--- config.mk ---
export PLATFORM = sky130hd
export DESIGN_NAME = morse_key_ctrl
export DESIGN_NICKNAME = d
export VERILOG_FILES = /design/src/rtl/morse_key_ctrl.sv
export SDC_FILE = /design/constraint.sdc
export NUM_CORES = 1
export LEC_CHECK = 0
export CAP_MARGIN = 0
export CORE_UTILIZATION = 30
export DETAILED_ROUTE_END_ITERATION = 10
export PLACE_DENSITY = 0.52
export SLEW_MARGIN = 20
export SYNTH_ARGS = -nofsm -noshare
export SYNTH_HDL_FRONTEND = slang
export SYNTH_SLANG_ARGS = --single-unit
--- constraint.sdc ---
create_clock -name clk_fast -period 2.4 [get_ports clk_fast]
set_input_delay 0.6 -clock clk_fast [delete_from_list [all_inputs] [get_ports clk_fast]]
set_output_delay 0.6 -clock clk_fast [all_outputs]
set_load 0.005 [all_outputs]
--- src/rtl/morse_key_ctrl.sv ---
// morse_key_ctrl: turns a debounced telegraph key level into Morse letters.
// Timing runs off a prescaled tick; each press is classified as a dot or a dash
// by how long it lasts, and a release gap ends the letter or the word.
//
// Ports:
//   clk_fast    in   single clock for the whole block
//   rst         in   asynchronous active-high reset
//   key_in      in   debounced key level, 1 = pressed
//   code_valid  out  letter available (held until code_ready)
//   code_ready  in   consumer accepts the letter
//   code_bits   out  [4:0] symbols, 0 = dot, 1 = dash, newest in bit 0
//   code_len    out  [2:0] symbol count, 1..5
//   overflow    out  sticky: a sixth symbol arrived in one letter
//   word_space  out  one-cycle pulse at end of word
//
// Build option: define MORSE_WORD_SPACE_EN to include the WORD state and the
// word_space pulse; without it EMIT returns to IDLE and word_space is 0.
module morse_key_ctrl #(
  parameter int unsigned TICK_DIV   = 50000,
  parameter int unsigned DASH_TICKS = 20,
  parameter int unsigned LETTER_GAP = 20,
  parameter int unsigned WORD_GAP   = 50
) (
  input  logic       clk_fast,
  input  logic       rst,
  input  logic       key_in,
  output logic       code_valid,
  input  logic       code_ready,
  output logic [4:0] code_bits,
  output logic [2:0] code_len,
  output logic       overflow,
  output logic       word_space
);

  localparam int unsigned PW = 16;
  localparam int unsigned DW = 8;
  localparam int unsigned BW = 5;
  localparam int unsigned LW = 3;

  localparam logic [PW-1:0] PRESC_LAST = PW'(TICK_DIV - 1);
  localparam logic [DW-1:0] DASH_TH    = DW'(DASH_TICKS);
  localparam logic [DW-1:0] LGAP_TH    = DW'(LETTER_GAP);
  localparam logic [DW-1:0] DUR_MAX    = '1;
  localparam logic [LW-1:0] LEN_MAX    = LW'(BW);

  // Reject parameter sets outside the supported ranges at elaboration.
  if ((TICK_DIV < 2) || (TICK_DIV > 65535) || (LETTER_GAP < 1) ||
      (WORD_GAP <= LETTER_GAP) || (WORD_GAP > 255)) begin : g_bad_cfg
    $error("morse_key_ctrl: illegal parameter set");
  end

`ifdef MORSE_WORD_SPACE_EN
  localparam logic [DW-1:0] WGAP_TH = DW'(WORD_GAP);

  typedef enum logic [2:0] {
    S_IDLE  = 3'd0,
    S_PRESS = 3'd1,
    S_GAP   = 3'd2,
    S_EMIT  = 3'd3,
    S_WORD  = 3'd4
  } state_e;
`else
  typedef enum logic [2:0] {
    S_IDLE  = 3'd0,
    S_PRESS = 3'd1,
    S_GAP   = 3'd2,
    S_EMIT  = 3'd3
  } state_e;
`endif

  state_e state_q, state_d;

  logic [PW-1:0] presc_q, presc_d;
  logic [DW-1:0] dur_q, dur_d;
  logic [BW-1:0] bits_q, bits_d;
  logic [LW-1:0] len_q, len_d;
  logic          valid_q, valid_d;
  logic          ovf_q, ovf_d;
  logic          pend_q, pend_d;
  logic          key_q;
`ifdef MORSE_WORD_SPACE_EN
  logic          ws_q, ws_d;
`endif

  logic tick_c;
  logic key_rise_c;
  logic hs_c;
  logic sym_c;
  logic pend_now_c;
  logic clr_dur_c;

  assign tick_c     = (presc_q == PRESC_LAST);
  assign key_rise_c = key_in & ~key_q;
  assign hs_c       = valid_q & code_ready;
  assign sym_c      = (dur_q >= DASH_TH);
  // A press that starts in the handshake cycle itself counts as pending.
  assign pend_now_c = pend_q | key_rise_c;

  // State register.
  always_ff @(posedge clk_fast or posedge rst) begin
    if (rst) begin
      state_q <= S_IDLE;
    end else begin
      state_q <= state_d;
    end
  end

  // Next-state logic; key activity wins over any gap threshold.
  always_comb begin
    state_d = state_q;
    case (state_q)
      S_IDLE: begin
        if (key_in) state_d = S_PRESS;
      end
      S_PRESS: begin
        if (!key_in) state_d = S_GAP;
      end
      S_GAP: begin
        if (key_in)                  state_d = S_PRESS;
        else if (dur_q >= LGAP_TH)   state_d = S_EMIT;
      end
      S_EMIT: begin
        if (hs_c) begin
`ifdef MORSE_WORD_SPACE_EN
          state_d = pend_now_c ? S_PRESS : S_WORD;
`else
          state_d = pend_now_c ? S_PRESS : S_IDLE;
`endif
        end
      end
`ifdef MORSE_WORD_SPACE_EN
      S_WORD: begin
        if (key_in)                  state_d = S_PRESS;
        else if (dur_q >= WGAP_TH)   state_d = S_IDLE;
      end
`endif
      default: state_d = S_IDLE;
    endcase
  end

  // Next values of the datapath and registered outputs.
  always_comb begin
    presc_d   = tick_c ? '0 : presc_q + PW'(1);
    dur_d     = (tick_c && (dur_q != DUR_MAX)) ? dur_q + DW'(1) : dur_q;
    bits_d    = bits_q;
    len_d     = len_q;
    valid_d   = valid_q;
    ovf_d     = ovf_q;
    pend_d    = pend_q;
    clr_dur_c = 1'b0;
`ifdef MORSE_WORD_SPACE_EN
    ws_d      = 1'b0;
`endif
    case (state_q)
      S_IDLE: begin
        if (key_in) clr_dur_c = 1'b1;
      end
      S_PRESS: begin
        if (!key_in) begin
          clr_dur_c = 1'b1;
          // A sixth symbol is dropped; the five already held still go out.
          if (len_q == LEN_MAX) begin
            ovf_d = 1'b1;
          end else begin
            bits_d = {bits_q[BW-2:0], sym_c};
            len_d  = len_q + LW'(1);
          end
        end
      end
      S_GAP: begin
        if (key_in)                  clr_dur_c = 1'b1;
        else if (dur_q >= LGAP_TH)   valid_d   = 1'b1;
      end
      S_EMIT: begin
        // dur keeps running here so the word gap counts from the last release.
        if (key_rise_c) pend_d = 1'b1;
        if (hs_c) begin
          valid_d = 1'b0;
          bits_d  = '0;
          len_d   = '0;
          pend_d  = 1'b0;
          if (pend_now_c) clr_dur_c = 1'b1;
        end
      end
`ifdef MORSE_WORD_SPACE_EN
      S_WORD: begin
        if (key_in)                  clr_dur_c = 1'b1;
        else if (dur_q >= WGAP_TH)   ws_d      = 1'b1;
      end
`endif
      default: ;
    endcase
    // The prescaler restarts with dur so every interval starts on a full tick.
    if (clr_dur_c) begin
      presc_d = '0;
      dur_d   = '0;
    end
  end

  // Datapath and output registers.
  always_ff @(posedge clk_fast or posedge rst) begin
    if (rst) begin
      presc_q <= '0;
      dur_q   <= '0;
      bits_q  <= '0;
      len_q   <= '0;
      valid_q <= 1'b0;
      ovf_q   <= 1'b0;
      pend_q  <= 1'b0;
      key_q   <= 1'b0;
    end else begin
      presc_q <= presc_d;
      dur_q   <= dur_d;
      bits_q  <= bits_d;
      len_q   <= len_d;
      valid_q <= valid_d;
      ovf_q   <= ovf_d;
      pend_q  <= pend_d;
      key_q   <= key_in;
    end
  end

`ifdef MORSE_WORD_SPACE_EN
  // Word-space pulse register.
  always_ff @(posedge clk_fast or posedge rst) begin
    if (rst) begin
      ws_q <= 1'b0;
    end else begin
      ws_q <= ws_d;
    end
  end

  assign word_space = ws_q;
`else
  assign word_space = 1'b0;
`endif

  assign code_valid = valid_q;
  assign code_bits  = bits_q;
  assign code_len   = len_q;
  assign overflow   = ovf_q;

endmodule
-- Yosys cells after proc, flatten, opt, wreduce, memory -nomap -nowiden
Index checks and enable logic that the tools add are counted.
- register bits: 39
- input port bits: 4
- word-level logic and storage cells: 73
- add/subtract/negate cells: 3
- $lt $le $gt $ge: 1
- equal/unequal tests: 13
- multiplexer cells: 30
- bitwise operators: 5
- reduce and logical (&&, ||, !) cells: 12
- operators by type and width (operator ; count):
    $mux 16 ; 2
    $mux 3 ; 8
    $add 16x1->16 const B ; 1
    $eq 16x16->1 const B ; 1
    $mux 8 ; 2
    $mux 5 ; 3
    $ne 2x2->1 const B ; 6
    $pmux 3 s4 ; 1
    $reduce_and 4->1 ; 3
    $mux 1 ; 10
    $pmux 5 s2 ; 1
    $add 8x1->8 const B ; 1
    $ge 8x5->1 const B ; 1
    $ne 8x8->1 const B ; 1
    $reduce_bool 2->1 ; 4
    $eq 3x2->1 const B ; 2
    $pmux 3 s2 ; 1
    $add 3x1->3 const B ; 1
    $eq 3x1->1 const B ; 1
    $eq 3x3->1 const B ; 1
    $logic_not 3->1 ; 1
    $ne 3x3->1 const B ; 1
    $pmux 1 s3 ; 1
    $reduce_and 3->1 ; 1
    other kinds (7) ; 9

-- Depth between registers and ports, before layout
Gate-level depths: netlist (run 1).
- depth in word-level cells: 7
- gate-level depth with buffers: 7

-- Worst setup path after synthesis (run 1)
OpenSTA, ideal clock, no wires.
- path kind: flip-flop to flip-flop
- start: reg presc_q[0]
- end: reg presc_q[10]
- arrival time: 1.633 ns
- required time: 2.329 ns
- setup slack: 0.696 ns
- stages on the path, launching flop included: 7
- path buffers: 1
- clock period less this slack: 1.704 ns
- path through: dfrtp_1 > ha_1 > and3_1 > and4_1 > a221o_1 > buf_2 > nor2_1
- cells in the longest elaborated chain, start to end: 3
- elaborated cells between the ends (all ways): 4
- those cells by class: add/sub (1); eq/ne (1); mux (2)
- RTL lines (item ; RTL line ; RTL):
    from (decl) ; 73 ; logic [PW-1:0] presc_q, presc_d;
    from (signal assigned) ; 212 ; presc_q <= presc_d;
    $add 16x1->16 or $eq 16x16->1 (tied branches) ; 143, 92 ;
    $mux 16 * ; 143 ; presc_d = tick_c ? '0 : presc_q + PW'(1);
    $mux 16 * ; 194 ; if (clr_dur_c) begin
    via presc_d[10] ; 73 ;
Mark *: on every way through the listed nets, which the timed path passes. The rest lies on a longest branch.
A chain may end at the register's enable or synchronous reset.

-- Final worst setup path (run 1)
- start: reg presc_q[0]
- end: reg dur_q[4]
- cells in the longest elaborated chain, start to end: 3
- RTL lines (item ; RTL line ; RTL):
    $eq 16x16->1 ; 92 ; assign tick_c = (presc_q == PRESC_LAST);
    $logic_and 1x1->1 ; 144 ; dur_d = (tick_c && (dur_q != DUR_MAX)) ? dur_q + DW'(1) : dur_q;
    $reduce_bool 2->1 (no line) ; -- ;
    to (signal assigned) ; 213 ; dur_q <= dur_d;
    to (decl) ; 74 ; logic [DW-1:0] dur_q, dur_d;
No other way between the ends.

==> results of run 1 <==
==> layout make-up <==
class / instances / area (µm²) / area share (%)
flip-flops and latches: 38 / 951 / 42.1
inverters: 12 / 45.0 / 1.99
well taps: 77 / 96.3 / 4.27
clock buffers: 7 / 76.3 / 3.38
multi-input cells: 149 / 925 / 40.9
repair buffers: 16 / 165 / 7.31
==> registers in the layout, summed over array words and instances, names as in the netlist <==
register    flops
code_bits       5
code_len        3
code_valid      1
dur_q           8
key_q           1
overflow        1
pend_q          1
presc_q        16
state_q         2
==> worst max-delay path, stage by stage (launching register included) <==
cell and delay (ps):
sky130_fd_sc_hd__dfrtp_1 420, sky130_fd_sc_hd__ha_1 220, sky130_fd_sc_hd__and3_1 250, sky130_fd_sc_hd__nand4_1 110
sky130_fd_sc_hd__buf_4 200, sky130_fd_sc_hd__or4_1 470, sky130_fd_sc_hd__a21oi_1 180
==> cell families after synthesis <==
logic type | synth area share (%)
compound gates | 14.8
xor+xnor | 4.92
fa+ha+maj | 3.19
buf+inv | 4.22
flops | 48.6
other cells | 0.192
simple gates | 24.2
==> per-stage QoR <==
step,setup WS [ps],std cells
after CTS,447,299
after floorplan,696,207
after global placement,229,292
after detailed placement,202,292
after global routing,304,299
final,458,299
==> layer usage <==
layer,global-route usage (%),vias to the layer above
met3,3.61,4
met4,6.21,0
met5,0,-
li1,-,771
met1,16.4,730
met2,21.6,22
==> synth_stat cells (all sizes together), types with 2 or more instances <==
master,count,area share (%)
dfrtp,38,49
nand2,22,4.2
nor2,16,3.1
a21oi,13,3.3
o21ai,13,3.3
inv,12,2.3
nand3,12,4.0
xnor2,9,4.0
nor3,7,1.8
o31ai,7,2.7
ha,5,3.2
or3,5,1.9
or4,5,1.9
a31oi,4,1.3
buf,4,1.2
clkbuf,4,0.77
and3,3,0.96
and4,3,1.3
nand4,3,0.96
nor4,3,0.96
a21o,2,0.77
and4bb,2,1.3
o22ai,2,0.64
xor2,2,0.89
==> worst max path at each step <==
stage,endpoint,slack (ps),depth (start not counted)
finish,dur_q[4],460,6
global route,dur_q[5],300,6
CTS,dur_q[3],450,6
detailed placement,code_len[0],200,5
global placement,code_len[0],230,5
floorplan,presc_q[10],700,6
==> where the power goes <==
| group | internal [mW] | leakage [nW] | total [mW] | switching [mW] |
|---|---|---|---|---|
| combinational | 0.216 | 0.380 | 0.471 | 0.255 |
| clock | 0.200 | 0.0383 | 0.425 | 0.224 |
| sequential | 0.722 | 0.506 | 0.851 | 0.129 |
| total | 1.14 | 0.924 | 1.75 | 0.609 |
==> results.toml, run 1 <==
[placed_design]
portBuffers = 13
dpl_cell_area_um2 = 2180
hpwl_detailed_um = 2760
place.gp.congestion = 0.731

[floorplanning]
die_h_um = 82.8
placeableCoreArea_um2 = 6310
ios = 15
chipWidth_um = 82.8
dieArea_um2 = 6850
initial_utilization_pct = 31.0
core.rowCount = 29

[finish]
insertedDiodeCount = 0
area_growth_pct = 15.3
layout.nets = 231
mostFrequentLayoutCell = "sky130_fd_sc_hd__dfrtp_1"
final.fill_count = 663
utilization_pct = 35.8
layout_common_cells = "sky130_fd_sc_hd__dfrtp_1, sky130_fd_sc_hd__nand2_1, sky130_fd_sc_hd__nor2_1"
final_area_um2 = 2260
final_layout_size_suffix_gt1_share_pct = 7.21

[drt]
drtAntennaViolNets = 0
top_layer = "met4"
met3RoutedLength_um = 120
post-route-drc-count = 0
wl_met1_um = 2000
routed_wire_length_per_instance_um = 13.5
routed_wl_um = 4040
detail_route.first_pass.iterations = 4
route.met2.wl_um = 1870
detailedRoute.firstIterationViolations = 91
average_vias_per_placed_instance = 5.11
number_of_vias_after_detailed_routing = 1527

[worst_setup_path]
worstReg2RegEnd = "dur_q[4]"
r2r_start = "presc_q[0]"
worstSetupEndpointType = "register"
cp_data_required_time_ps = 2610
worst_ep_arrival_time_ps = 2150
rr_worst_depth = 6
crit_type = "register to register"
critical_path.max_fanout = 14
startpoint = "presc_q[0]"
timing.critical_path.from_type = "register"
r2r_slack_ps = 460

[timing]
worst_hold_slack_ps = 472
fmax_mhz = 515
report.final.slew_viol_count = 0
clock-skew-final_ps = 7.42
min_period_ps = 1940
final.period_utilization_pct = 80.9
totalNegativeSetupSlack_ps = 0
setup_viol = 0
unrepaired_setup_endpoints_after_global_routing = "false"
final-hold-violation-count = 0

[global_routing]
total_global_route_track_usage_pct = 13.3
grt_pass1_vias = 1485
antenna_violations_before_repair = 0
gr-total-overflow = 0
global_route_wire_length_before_repair_um = 6800
grt_start_max_net_pins = 39

[logic_synthesis]
syn_area_um2 = 1960
synth.avg_cell_area_um2 = 9.46
postSynthRegisterBits = 38
postSynthNetCount = 216
synth_ff_type = "sky130_fd_sc_hd__dfrtp_1"
synth_seq_area_share_pct = 48.6
yosys.cell_types.count = 40
synthArstFlopShare_pct = 100
synth_cells = 207
synth-edff-count = 0
yosys_warnings = 0

[hold_path]
holdCritPathClass = "register to register"
hold_path_depth = 2
hold_start = "overflow"
hold-path-endpoint = "overflow"

[clocking]
postCtsResizedCells = 0
cts_buffers = 5
path_clk_slew_ps = 80
clock_insertion_delay_worst_skew_ps = 290
tritoncts_clock_tree = "done"
cts_htree_levels = 2
root_buffer = "sky130_fd_sc_hd__clkbuf_8"
clock_sinks = 38
cts_hold_repair.buffers = 0
postCtsSetupBuffers = 0
clk_path_buf_depth = 2

[status]
run_status = "finished clean"

[power_and_ir_drop]
pwr_density_cell_nw_per_um2 = 774
peakVddDrop_mv = 0.389
leakagePower_nw = 0.924
design_power_total_mw = 1.75

[job]
max-cap-violations = 0
No activity file was read; power rests on OpenSTA's default activity.
==> run 2, diff against run 1 <==
==> constraint.sdc (replaced) <==
create_clock -name clk_fast -period 1.9 [get_ports clk_fast]
set_input_delay 0.475 -clock clk_fast [delete_from_list [all_inputs] [get_ports clk_fast]]
set_output_delay 0.475 -clock clk_fast [all_outputs]
set_load 0.005 [all_outputs]
==> run 2 against run 1 <==
Routed wire length decreased by 0.42%. Largest power group unchanged. Global-route usage increased by 0.55 points. Total power increased by 39%. Largest cell class unchanged. Clock power increased by 54%. Register-to-register slack got worse by 350 ps. Critical path depth decreased by 1. Critical path type unchanged. Highest routed layer unchanged. Cell area increased by 7.8%. Sequential cell count unchanged.
==> results.toml, run 2 (synthesis results as in run 1) <==
[status]
run_status = "finished clean"

[clocking]
cts_buffers = 5
clock_sinks = 38
cts_hold_repair.buffers = 0
root_buffer = "sky130_fd_sc_hd__clkbuf_8"
tritoncts_clock_tree = "done"
cts_htree_levels = 2
clk_path_buf_depth = 2
clock_insertion_delay_worst_skew_ps = 290
path_clk_slew_ps = 80

[floorplanning]
core.rowCount = 29
placeableCoreArea_um2 = 6310
chipWidth_um = 82.8
die_h_um = 82.8
dieArea_um2 = 6850
initial_utilization_pct = 31.0
ios = 15

[timing]
min_period_ps = 1790
fmax_mhz = 559
final-hold-violation-count = 0
setup_viol = 0
report.final.slew_viol_count = 0
final.period_utilization_pct = 94.1
totalNegativeSetupSlack_ps = 0
clock-skew-final_ps = 7.06

[global_routing]
grt_pass1_vias = 1566
antenna_violations_before_repair = 0
grt_start_max_net_pins = 39
total_global_route_track_usage_pct = 13.9
global_route_wire_length_before_repair_um = 7100
gr-total-overflow = 0

[finish]
largest_register = "presc_q"
final_layout_size_suffix_gt1_share_pct = 15.5
insertedDiodeCount = 0
layout.nets = 247
mostFrequentLayoutCell = "sky130_fd_sc_hd__dfrtp_1"
area_growth_pct = 24.3
largest_reg_flops = 16
layout_common_cells = "sky130_fd_sc_hd__dfrtp_1, sky130_fd_sc_hd__nand2_1, sky130_fd_sc_hd__nor2_1, sky130_fd_sc_hd__buf_4"
utilization_pct = 38.6

[hold_path]
hold_path_depth = 2
hold_start = "overflow"
holdCritPathClass = "register to register"
hold-path-endpoint = "overflow"

[drt]
detailedRoute.firstIterationViolations = 65
routed_wire_length_per_instance_um = 12.7
post-route-drc-count = 0
drtAntennaViolNets = 0
average_vias_per_placed_instance = 5.08
routed_wl_um = 4030
number_of_vias_after_detailed_routing = 1604
detail_route.first_pass.iterations = 4

[worst_setup_path]
r2r_slack_ps = 110
timing.critical_path.from_type = "register"
rr_worst_depth = 5
timing.critical_path.slowest_cell_delay_ps = 490
crit_type = "register to register"
r2r_start = "presc_q[5]"
worstPathCellList = "and4bb_2, nand4_1, buf_6, or4_1, a21oi_1"
critical_path.max_fanout = 11
worst_ep_arrival_time_ps = 2000
worstReg2RegEnd = "dur_q[5]"
worstSetupEndpointType = "register"
highest_delay_cell_along_the_critical_path = "sky130_fd_sc_hd__or4_1"
cp_data_required_time_ps = 2110

[job]
max-cap-violations = 0

[power_and_ir_drop]
pwr_density_cell_nw_per_um2 = 999
leakagePower_nw = 1.02
peakVddDrop_mv = 0.504

[placed_design]
portBuffers = 13
hpwl_detailed_um = 2840
place.gp.congestion = 0.768
==> run 2: cell count changes in the layout (fill, tap and decap cells not counted), sizes merged <==
cell,delta
buf,+16
clkbuf,+1
==> run 2: layout make-up <==
cell class / count / area, µm²
fill: 667 / 3880
inverter: 12 / 45.0
multi-input combinational: 149 / 930
clock buffer: 8 / 110
sequential: 38 / 952
timing repair buffer: 32 / 302
tap: 77 / 96.3
==> run 2: worst max-delay path by stage <==
stage | start | endpoint | slack [ps] | cells after the start
2_1_floorplan | presc_q[0] | presc_q[10] | 200 | 6
3_3_place_gp | key_in | code_len[0] | -60 | 5
3_5_place_dp | code_ready | code_len[1] | -80 | 5
4_1_cts | presc_q[0] | dur_q[5] | 70 | 6
5_1_grt | presc_q[1] | dur_q[5] | -1 | 6
6_report | presc_q[5] | dur_q[5] | 110 | 5
==> run 2: where the power goes <==
group	switching [mW]	total (mW)	internal (mW)	leakage (nW)
logic	0.374	0.733	0.358	0.462
clock network	0.286	0.653	0.367	0.0575
registers	0.134	1.05	0.913	0.504
total	0.794	2.43	1.64	1.02
==> run 2: what timing repair did <==
item,CTS,global route
setup endpoints to repair,0,3
buffers inserted,0,3
resized for setup,0,4
==> run 2: worst max-delay path: cells and delay by family (launching register included) <==
| family | cells | cell delay, ps |
|---|---|---|
| buffers and inverters | 1 | 170 |
| AOI/OAI and AO/OA | 1 | 160 |
| and+or+nand+nor | 3 | 920 |
| DFF | 1 | 450 |
==> run 2: routing by layer <==
metal,vias up,routed length (µm),track usage (%)
li1,800,-,-
met1,776,2010,17.3
met2,21,1830,22.9
met3,7,123,3.28
met4,0,59,5.69
met5,-,0,0
==> run 2: metrics by stage <==
| stage | setup WS [ps] | hold slack, ps | cells | instance area (µm²) | power [mW] |
|---|---|---|---|---|---|
| final | 112 | 469 | 316 | 2430 | 2.43 |
| after global routing | -1.02 | 492 | 316 | 2430 | 2.60 |
| after CTS | 66.3 | 470 | 313 | 2400 | 2.47 |
| after detailed placement | -78.7 | 457 | 305 | 2290 | 1.80 |
| after global placement | -60.1 | 449 | 305 | 2290 | 1.79 |
| after floorplan | 196 | 433 | 207 | 1960 | 1.45 |
==> run 3, diff against run 2 <==
--- a/config.mk
+++ b/config.mk
@@ -5,10 +5,12 @@
 export SDC_FILE = /design/constraint.sdc
 export NUM_CORES = 1
 export LEC_CHECK = 0
+export ABC_AREA = 1
 export CAP_MARGIN = 0
 export CORE_UTILIZATION = 30
+export CTS_CLUSTER_SIZE = 8
 export DETAILED_ROUTE_END_ITERATION = 10
-export PLACE_DENSITY = 0.52
+export PLACE_DENSITY = 0.51
 export SLEW_MARGIN = 20
 export SYNTH_ARGS = -nofsm -noshare
 export SYNTH_HDL_FRONTEND = slang
==> run 3 against run 2 <==
Cell area up 8.3%. Synthesized cell count up 43%. Sequential cell count unchanged. Count of clock-buffer cells in the layout down 3. Worst hold slack better by 14 ps.
==> results.toml, run 3 <==
[timing]
report.final.slew_viol_count = 0
worst_hold_slack_ps = 483
clock-skew-final_ps = 10.7
setup_viol = 0
final-hold-violation-count = 0
unrepaired_setup_endpoints_after_global_routing = "false"
post-route-worst-setup-slack_ps = 171
final.period_utilization_pct = 91.0
fmax_mhz = 578
min_period_ps = 1730

[power_and_ir_drop]
sequentialPowerShare_pct = 39.2
internal-power_mw = 1.94
power.share.combinational_pct = 44.8
power_frac_clock_pct = 16.0
pwr_density_cell_nw_per_um2 = 1260
peakVddDrop_mv = 0.307
leakagePower_nw = 1.21
switching_share_pct = 41.9
total_net_switching_power_mw = 1.40

[drt]
detailedRoute.firstIterationViolations = 81
routed_wl_um = 4450
routed_wire_length_per_instance_um = 10.7
number_of_vias_after_detailed_routing = 1859
post-route-drc-count = 0
drtAntennaViolNets = 0
detail_route.first_pass.iterations = 4
average_vias_per_placed_instance = 4.47

[hold_path]
holdCritPathClass = "register to register"

[worst_setup_path]
worstSetupEndpointType = "output port"
crit_type = "register to output port"
critPathTopFamily = "buffers and inverters"
worst_ep_arrival_time_ps = 1250
critical_path.max_fanout = 5
worstPathCellList = "clkdlybuf4s50_1"
critPathBufInv = 1
timing.critical_path.slowest_cell_delay_ps = 530
cp_data_required_time_ps = 1420
timing.critical_path.from_type = "register"
highest_delay_cell_along_the_critical_path = "sky130_fd_sc_hd__clkdlybuf4s50_1"
r2r_slack_ps = 340

[logic_synthesis]
synth_cells = 297
yosysTopAreaCellShare_pct = 41.3
synthMostInstantiatedCell = "sky130_fd_sc_hd__nand2_1"
synth_ff_type = "sky130_fd_sc_hd__dfrtp_1"
yosys-top-cells-count = "sky130_fd_sc_hd__nand2_1, sky130_fd_sc_hd__nor2_1, sky130_fd_sc_hd__dfrtp_1"
synth_seq_area_share_pct = 41.3
post_synth_main_area_contributors = "sky130_fd_sc_hd__dfrtp_1, sky130_fd_sc_hd__nand2_1, sky130_fd_sc_hd__nor2_1, sky130_fd_sc_hd__inv_1, sky130_fd_sc_hd__nand3_1"
synth.avg_cell_area_um2 = 7.76
synth-edff-count = 0
synthDominantAreaCellType = "sky130_fd_sc_hd__dfrtp_1"
yosys_warnings = 0
yosys.cell_types.count = 34
syn_area_um2 = 2300
synthArstFlopShare_pct = 100
postSynthNetCount = 306
postSynthRegisterBits = 38

[floorplanning]
placeableCoreArea_um2 = 7330
chipWidth_um = 89.6
die_h_um = 89.6
core.rowCount = 31
dieArea_um2 = 8030
ios = 15
initial_utilization_pct = 31.4

[global_routing]
grt_pass1_vias = 1743
gr-total-overflow = 0
antenna_violations_before_repair = 0
global_route_wire_length_before_repair_um = 7910
total_global_route_track_usage_pct = 12.9
grt_start_max_net_pins = 39

[job]
max-cap-violations = 0

[clocking]
clock_insertion_delay_worst_skew_ps = 290
root_buffer = "sky130_fd_sc_hd__clkbuf_8"
cts_hold_repair.buffers = 0
cts_htree_levels = 2
postCtsSetupBuffers = 0
cts_buffers = 5
path_clk_slew_ps = 80
clock_sinks = 38
tritoncts_clock_tree = "done"
clk_path_buf_depth = 2
postCtsResizedCells = 0

[finish]
final.fill_count = 771
largest_reg_flops = 16
insertedDiodeCount = 0
final_area_um2 = 2640
layout.nets = 326
largest_register = "presc_q"
layout_common_cells = "sky130_fd_sc_hd__nand2_1, sky130_fd_sc_hd__nor2_1, sky130_fd_sc_hd__dfrtp_1"
final_layout_size_suffix_gt1_share_pct = 14.8
mostFrequentLayoutCell = "sky130_fd_sc_hd__nand2_1"
area_growth_pct = 14.4

[placed_design]
pre_cts_slack_ps = -5.85
place.gp.congestion = 0.827
dpl_cell_area_um2 = 2560
hpwl_detailed_um = 3300
portBuffers = 13

[status]
run_status = "finished clean"
[run 3: changes by cell type after synthesis, moves of 9 or more]
cell / before / now
sky130_fd_sc_hd__a21oi_1: 13 / 4
sky130_fd_sc_hd__nand3_1: 10 / 26
sky130_fd_sc_hd__nor2_1: 16 / 41
sky130_fd_sc_hd__inv_1: 12 / 35
sky130_fd_sc_hd__nand2_1: 22 / 73
[run 3: path summary, 6_finish.rpt]
check / from / to / cells after the start
worst max-delay path: code_len[0] / code_len[0] / 1
worst max register to register: presc_q[0] / dur_q[7] / 9
worst min register to register: presc_q[0] / presc_q[0] / 1
worst min-delay path: presc_q[0] / presc_q[0] / 1
min in group asynchronous: rst / code_bits[3] / 3
max in group asynchronous: rst / dur_q[7] / 3
[run 3: final cells by class]
type                    instances  area (µm²)  area share, %
well taps                      99         124           4.70
flip-flops and latches         38         951           36.1
inverters                      41         163           6.17
repair buffers                 17         173           6.55
clock inverters                 2        10.0          0.380
multi-input cells             214        1150           43.5
clock buffers                   5        68.8           2.61
[run 3: routing by layer]
metal | GRT usage [%] | wire length [µm] | vias to the layer above
met5 | 0 | 0 | -
met4 | 3.90 | 57 | 0
met2 | 21.1 | 2000 | 26
li1 | - | - | 964
met1 | 16.8 | 2250 | 864
met3 | 3.29 | 134 | 5
[run 3: per-stage QoR]
stage	power [mW]	TNS, ps	cells	util (%)
2_1_floorplan	2.45	0	297	-
3_3_place_gp	2.84	0	409	34.9
3_5_place_dp	2.85	-5.85	409	34.9
4_1_cts	3.40	0	416	36.0
5_1_grt	3.65	0	416	36.0
6_report	3.33	0	416	36.0
[run 3: kinds of logic (layout without fill, tap and decap cells)]
logic type | count (synthesis) | after routing | synth area share (%)
AOI/OAI and AO/OA | 25 | 25 | 6.25
xor gates and xnor gates | 9 | 9 | 3.42
adders and majority gates | 5 | 5 | 2.72
buffers and inverters | 45 | 65 | 8.91
DFF | 38 | 38 | 41.3
other | 1 | 1 | 0.163
and+or+nand+nor | 174 | 174 | 37.3
[run 3: power by group through the flow]
stage	Sequential [mW]	Clock, mW	Combinational [mW]
after floorplan	1.27	0	1.18
after global placement	1.32	0	1.52
after detailed placement	1.32	0	1.52
after CTS	1.31	0.557	1.53
after global routing	1.35	0.584	1.72
final	1.31	0.533	1.49
[run 3: worst reg2reg max path, cell delays in order, from the launching register on]
cell and delay, ps:
sky130_fd_sc_hd__dfrtp_1 390, sky130_fd_sc_hd__ha_1 180, sky130_fd_sc_hd__nand2_1 120, sky130_fd_sc_hd__nor2_2 190, sky130_fd_sc_hd__inv_2 50, sky130_fd_sc_hd__nor2_2 160, sky130_fd_sc_hd__nand3_4 170, sky130_fd_sc_hd__nand2_8 130
sky130_fd_sc_hd__nand2_1 60, sky130_fd_sc_hd__nand2_1 60
